<file path="src/rtl/div_chain_ctrl_if.sv">
// Tap-select handshake between a requester and div_chain_ctrl.
//   sel       : requested tap (0 = 1 MHz, 1 = 10 kHz, 2 = 100 Hz, 3 = off)
//   sel_valid : request strobe
//   sel_ready : controller can accept a request this cycle
interface div_chain_ctrl_if;
    logic [1:0] sel;
    logic       sel_valid;
    logic       sel_ready;

    modport master (output sel, output sel_valid, input  sel_ready);
    modport slave  (input  sel, input  sel_valid, output sel_ready);
endinterface

</file>
<file path="src/rtl/div_chain_ctrl.sv">
// Decimal divider chain (100 MHz -> 1 MHz -> 10 kHz -> 100 Hz) with glitch-free
// output tap switching. A tap change waits for the slower of the old/new taps to
// wrap, so clk_out never shows a runt pulse.
// Ports:
//   clk_ref  : 100 MHz system clock
//   rst      : synchronous active-high reset
//   en       : run enable for the chain
//   sel_if   : tap request handshake (slave side)
//   tick_1m, tick_10k, tick_100 : single-cycle enable strobes
//   clk_out  : 50% duty square wave of the active tap, 0 when off or idle
//   busy     : a tap switch is pending
module div_chain_ctrl (
    input  logic                   clk_ref,
    input  logic                   rst,
    input  logic                   en,
    div_chain_ctrl_if.slave        sel_if,
    output logic                   tick_1m,
    output logic                   tick_10k,
    output logic                   tick_100,
    output logic                   clk_out,
    output logic                   busy
);
    localparam int unsigned CW = 7;
    localparam logic [CW-1:0] CMAX = CW'(99);
    localparam logic [CW-1:0] CHALF = CW'(50);
    localparam logic [1:0] TAP_OFF = 2'd3;
    localparam logic [1:0] TAP_RST = 2'd2;

    typedef enum logic [1:0] {IDLE, RUN, SWITCH} state_t;

    state_t        state_q, state_d;
    logic [CW-1:0] c0_q, c0_d, c1_q, c1_d, c2_q, c2_d;
    logic [1:0]    active_q, active_d;
    logic [1:0]    pend_q, pend_d;

    logic w0, w1, w2;
    logic accept;
    logic [1:0] slow_tap;
    logic apply;

    // Raw wrap conditions of each stage of the chain.
    always_comb begin
        w0 = (c0_q == CMAX);
        w1 = w0 && (c1_q == CMAX);
        w2 = w1 && (c2_q == CMAX);
    end

    // Handshake and apply-edge detection; off ranks below every real tap.
    always_comb begin
        sel_if.sel_ready = (state_q != SWITCH);
        accept           = sel_if.sel_valid && (state_q != SWITCH);
        if (active_q == TAP_OFF)
            slow_tap = pend_q;
        else if (pend_q == TAP_OFF)
            slow_tap = active_q;
        else
            slow_tap = (active_q > pend_q) ? active_q : pend_q;
        case (slow_tap)
            2'd0:    apply = w0;
            2'd1:    apply = w1;
            2'd2:    apply = w2;
            default: apply = 1'b1;
        endcase
    end

    // Next-state, counter and tap registers.
    always_comb begin
        state_d  = state_q;
        c0_d     = c0_q;
        c1_d     = c1_q;
        c2_d     = c2_q;
        active_d = active_q;
        pend_d   = pend_q;

        if (state_q == IDLE || !en) begin
            c0_d = '0;
            c1_d = '0;
            c2_d = '0;
        end else begin
            c0_d = w0 ? '0 : c0_q + CW'(1);
            if (w0) c1_d = (c1_q == CMAX) ? '0 : c1_q + CW'(1);
            if (w1) c2_d = (c2_q == CMAX) ? '0 : c2_q + CW'(1);
        end

        case (state_q)
            IDLE: begin
                if (accept) active_d = sel_if.sel;
                if (en) state_d = RUN;
            end
            RUN: begin
                if (!en) begin
                    if (accept) active_d = sel_if.sel;
                    state_d = IDLE;
                end else if (accept && (sel_if.sel != active_q)) begin
                    pend_d  = sel_if.sel;
                    state_d = SWITCH;
                end
            end
            SWITCH: begin
                if (!en) begin
                    active_d = pend_q;
                    state_d  = IDLE;
                end else if (apply) begin
                    active_d = pend_q;
                    state_d  = RUN;
                end
            end
            default: state_d = IDLE;
        endcase
    end

    always_ff @(posedge clk_ref) begin
        if (rst) begin
            state_q  <= IDLE;
            c0_q     <= '0;
            c1_q     <= '0;
            c2_q     <= '0;
            active_q <= TAP_RST;
            pend_q   <= TAP_RST;
        end else begin
            state_q  <= state_d;
            c0_q     <= c0_d;
            c1_q     <= c1_d;
            c2_q     <= c2_d;
            active_q <= active_d;
            pend_q   <= pend_d;
        end
    end

    // Outputs decode straight from registered state; everything is gated in IDLE.
    always_comb begin
        tick_1m  = (state_q != IDLE) && w0;
        tick_10k = (state_q != IDLE) && w1;
        tick_100 = (state_q != IDLE) && w2;
        busy     = (state_q == SWITCH);
        clk_out  = 1'b0;
        if (state_q != IDLE) begin
            case (active_q)
                2'd0:    clk_out = (c0_q < CHALF);
                2'd1:    clk_out = (c1_q < CHALF);
                2'd2:    clk_out = (c2_q < CHALF);
                default: clk_out = 1'b0;
            endcase
        end
    end
endmodule
</file>
<file path="src/flat_wrapper.sv">
// flat-port wrapper written by rule: the top's interface ports become plain ports
module div_chain_ctrl_flat 
  (clk_ref, rst, en, tick_1m, tick_10k, tick_100, clk_out, busy, sel_if_sel, sel_if_sel_valid, sel_if_sel_ready);
  div_chain_ctrl_if sel_if_i ();
  input  logic clk_ref;
  input  logic rst;
  input  logic en;
  output logic tick_1m;
  output logic tick_10k;
  output logic tick_100;
  output logic clk_out;
  output logic busy;
  input wire logic [$bits(sel_if_i.sel)-1:0] sel_if_sel;
  input wire logic [$bits(sel_if_i.sel_valid)-1:0] sel_if_sel_valid;
  output wire logic [$bits(sel_if_i.sel_ready)-1:0] sel_if_sel_ready;
  assign sel_if_i.sel = sel_if_sel;
  assign sel_if_i.sel_valid = sel_if_sel_valid;
  assign sel_if_sel_ready = sel_if_i.sel_ready;
  div_chain_ctrl u_core (.clk_ref(clk_ref), .rst(rst), .en(en), .sel_if(sel_if_i), .tick_1m(tick_1m), .tick_10k(tick_10k), .tick_100(tick_100), .clk_out(clk_out), .busy(busy));
endmodule
</file>
<file path="config.mk">
export PLATFORM = sky130hd
export DESIGN_NAME = div_chain_ctrl_flat
export DESIGN_NICKNAME = d
export VERILOG_FILES = /design/src/rtl/div_chain_ctrl_if.sv /design/src/rtl/div_chain_ctrl.sv /design/src/flat_wrapper.sv
export SDC_FILE = /design/constraint.sdc
export NUM_CORES = 1
export LEC_CHECK = 0
export BUFFER_PORTS_ARGS = -buffer_cell sky130_fd_sc_hd__clkbuf_2
export CAP_MARGIN = 10
export CORE_UTILIZATION = 40
export CTS_BUF_LIST = sky130_fd_sc_hd__clkbuf_4
export CTS_CLUSTER_SIZE = 28
export DETAILED_ROUTE_END_ITERATION = 16
export GPL_TIMING_DRIVEN = 0
export PLACE_DENSITY = 0.58
export SLEW_MARGIN = 20
export SYNTH_ARGS = -nofsm -noshare
export SYNTH_HDL_FRONTEND = slang
export SYNTH_SLANG_ARGS = --single-unit
</file>
<file path="constraint.sdc">
create_clock -name clk_ref -period 3.6 [get_ports clk_ref]
set_clock_uncertainty 0.05 [all_clocks]
set_input_delay 0.54 -clock clk_ref [delete_from_list [all_inputs] [get_ports clk_ref]]
set_output_delay 0.54 -clock clk_ref [all_outputs]
set_load 0.05 [all_outputs]
</file>
==> results.py <==
metrics = {
    "floorplan": {
        "start_util_pct": 43.7,
        "rows": 21,
        "die_area_um2": 4040,
        "core_um2": 3470,
        "ios": 12,
        "die_h_um": 63.5,
        "die-width_um": 63.5,
    },
    "critical_path": {
        "path_class": "register to output pin",
        "cpLargestDelayFamily": "simple AND/OR/NAND/NOR gates",
        "r2r-start": "u_core.active_q[1]",
        "cpMaxStageDelayCell": "nor3b_1",
        "cpPeakStageDelay_ps": 590,
        "path_cells": "ha_1 -> nor3b_1 -> nand2_8 -> nor2_2 -> nand2_1 -> nor2_1 -> clkbuf_2",
        "critPathBufInv": 1,
        "critPathArrivalTime_ps": 2460,
        "cp.required_ps": 3010,
        "critPathLaunch": "u_core.c1_q[1]",
        "path_max_fanout": 8,
        "worstSetupStartpointType": "register",
        "end_kind": "output pin",
    },
    "yosys": {
        "synth_edf_count": 0,
        "syn_inst": 180,
        "synth_top_cell_area_share_pct": 35.7,
        "ys_async_sr_fraction_pct": 0,
        "synth_area_leaders": "dfxtp_1 36%, nor2_1 7.7%, xnor2_1 5.8%",
        "synth.most_common_cell": "nor2_1",
        "yosysSeqAreaShare_pct": 35.7,
        "yosysUniqueCellTypes": 45,
        "synth-seq-cells": 27,
        "yosys-top-cells-count": "31 x nor2_1, 27 x dfxtp_1, 11 x nand2_1",
        "synth_area_leader_cell": "dfxtp_1",
        "synth_nets": 192,
        "ys.warnings.count": 0,
        "synth_flop_cell": "dfxtp_1",
        "netlist_area_um2": 1520,
        "syn_area_per_cell_um2": 8.42,
    },
    "route": {
        "viasPerCell": 5.27,
        "wirelength_um": 3010,
        "drc_errors": 0,
        "final_antenna_net_count": 0,
        "vias": 1271,
        "first_pass_iters": 4,
        "wire_per_inst_um": 12.5,
        "drtIter0Drc": 70,
    },
    "timing": {
        "period_share_pct": 84.6,
        "finalSetupViolCount": 0,
        "fin_tns_setup_ps": 0,
        "hold_slack_ps": 408,
        "finalHoldViolCount": 0,
        "max_freq_mhz": 328,
        "rsz0062_at_grt": "false",
        "worstMarginPinSlew_ps": 714,
        "post-route-min-period_ps": 3050,
        "finalMaxSlewViolations": 0,
        "slew-limit-headroom_pct": 52.3,
    },
    "cells_and_area": {
        "fill_cells": 363,
        "syn2layout_area_growth_pct": 9.41,
        "finish.utilization_pct": 47.8,
        "nNetsFinal": 208,
        "drive_gt1_share_pct": 13.3,
        "final_cells": 241,
        "diodes": 0,
    },
    "global_routing": {
        "grt_use_total_pct": 16.2,
        "first_global_vias": 1190,
        "overflow": 0,
        "grt_max_degree": 15,
        "antenna_found_initial": 0,
        "grt_pass1_wl_um": 5180,
    },
    "placed_design": {
        "numPortBuffers": 11,
        "dp.final_hpwl_um": 2320,
        "place_congestion": 0.746,
        "dpl.cell_count": 237,
    },
    "status": {
        "status": "completed",
    },
    "power_and_ir_drop": {
        "peakVddDrop_uv": 178,
        "p_leak_nw": 0.614,
        "pwr_density_cell_nw_per_um2": 297,
        "p_total_uw": 492,
    },
    "min_path": {
        "min-delay-start": "u_core.c0_q[0]",
        "hp-class": "register to register",
    },
    "clock_network": {
        "clkSinkCount": 27,
        "clockBufferDepth": 2,
        "cts-root-buf": "clkbuf_4",
        "cts.repair.resized": 0,
        "postCtsHoldBufs": 0,
        "clkLatencyLatePin_ps": 330,
        "cts_tree": "yes",
        "clk_pin_slew_ps": 140,
        "h-tree-depth": 1,
        "cts_setup_buffers": 0,
        "cts-buffers-inserted": 3,
    },
    "job": {
        "cap_viol_max_count": 0,
    },
}
## cells in the final DEF (no fill, tap or decap), types with 2 or more instances in the layout
master	n
ha_1	6
nand3_1	3
nor2_1	31
nand2_1	11
mux2i_1	2
clkbuf_2	11
nor2b_1	2
dfxtp_1	27
nand4_1	4
nand2b_1	3
clkbuf_4	4
o21bai_1	2
inv_2	2
xnor2_1	10
and3_1	6
nand4b_1	3
inv_1	5
xor2_1	8
a21oi_1	9
o21ai_0	8
o21a_1	2
or3_1	2
nor3_1	7
or4_1	3
clkbuf_1	2
## final cells by class
type / instances / area [um2] / area share [%]
inverters: 7 / 26.3 / 1.58
multi-input cells: 143 / 933 / 56.3
repair buffers: 11 / 55.1 / 3.32
flip-flops and latches: 27 / 541 / 32.6
plain buffers: 3 / 15.0 / 0.906
well taps: 46 / 57.6 / 3.47
clock buffers: 4 / 30.0 / 1.81
## worst reg2reg max path, cell delays in order, from the launching register on
cell and delay, ps:
dfxtp_1 510, inv_2 100, ha_1 290, nand2b_1 160
and3_1 190, a221o_1 330, nor4_1 460, nor2_1 140
o31a_1 250
## layer usage
layer | GRT usage [%] | vias up | part of all wire [%] | wire, um
met4 | 3.98 | 0 | 0.70 | 21
met5 | 0 | - | 0 | 0
li1 | - | 667 | - | -
met2 | 27.0 | 21 | 47 | 1410
met1 | 20.5 | 581 | 48 | 1450
met3 | 4.53 | 2 | 4.5 | 135
## flip-flops by register name, indices dropped and copies added, names as in the netlist
| signal | count |
|---|---|
| u_core.c1_q | 7 |
| u_core.c2_q | 7 |
| u_core.c0_q | 7 |
| u_core.pend_q | 2 |
| u_core.state_q | 2 |
| u_core.active_q | 2 |
## final timing paths
kind / to / slack, ps / cells after the start
max: tick_100 / 550 / 7
min: u_core.c0_q[0] / 410 / 1
min reg2reg: u_core.c0_q[0] / 410 / 1
max reg2reg: u_core.active_q[1] / 1020 / 8
## metrics by stage
| stage | cell area, um2 | setup slack (ps) |
|---|---|---|
| 4_1_cts | 1660 | 514 |
| 6_report | 1660 | 553 |
| 3_3_place_gp | 1630 | 949 |
| 5_1_grt | 1660 | 278 |
| 2_1_floorplan | 1520 | 750 |
| 3_5_place_dp | 1630 | 900 |
## power by group
group / internal (mW) / switching [mW]
sequential: 0.302 / 0.00460
clock: 0.0510 / 0.0908
combinational: 0.0166 / 0.0267
## cell families after synthesis
family,count (synthesis),synth area share (%)
adder cells (fa/ha/maj),6,4.95
flip-flops,27,35.7
buffers and inverters,10,2.73
multiplexers,2,1.32
XOR/XNOR,18,10.4
AND/OR/NAND/NOR,85,31.1
AO/OA/AOI/OAI,32,13.8
No activity file was read; power rests on OpenSTA's default activity.
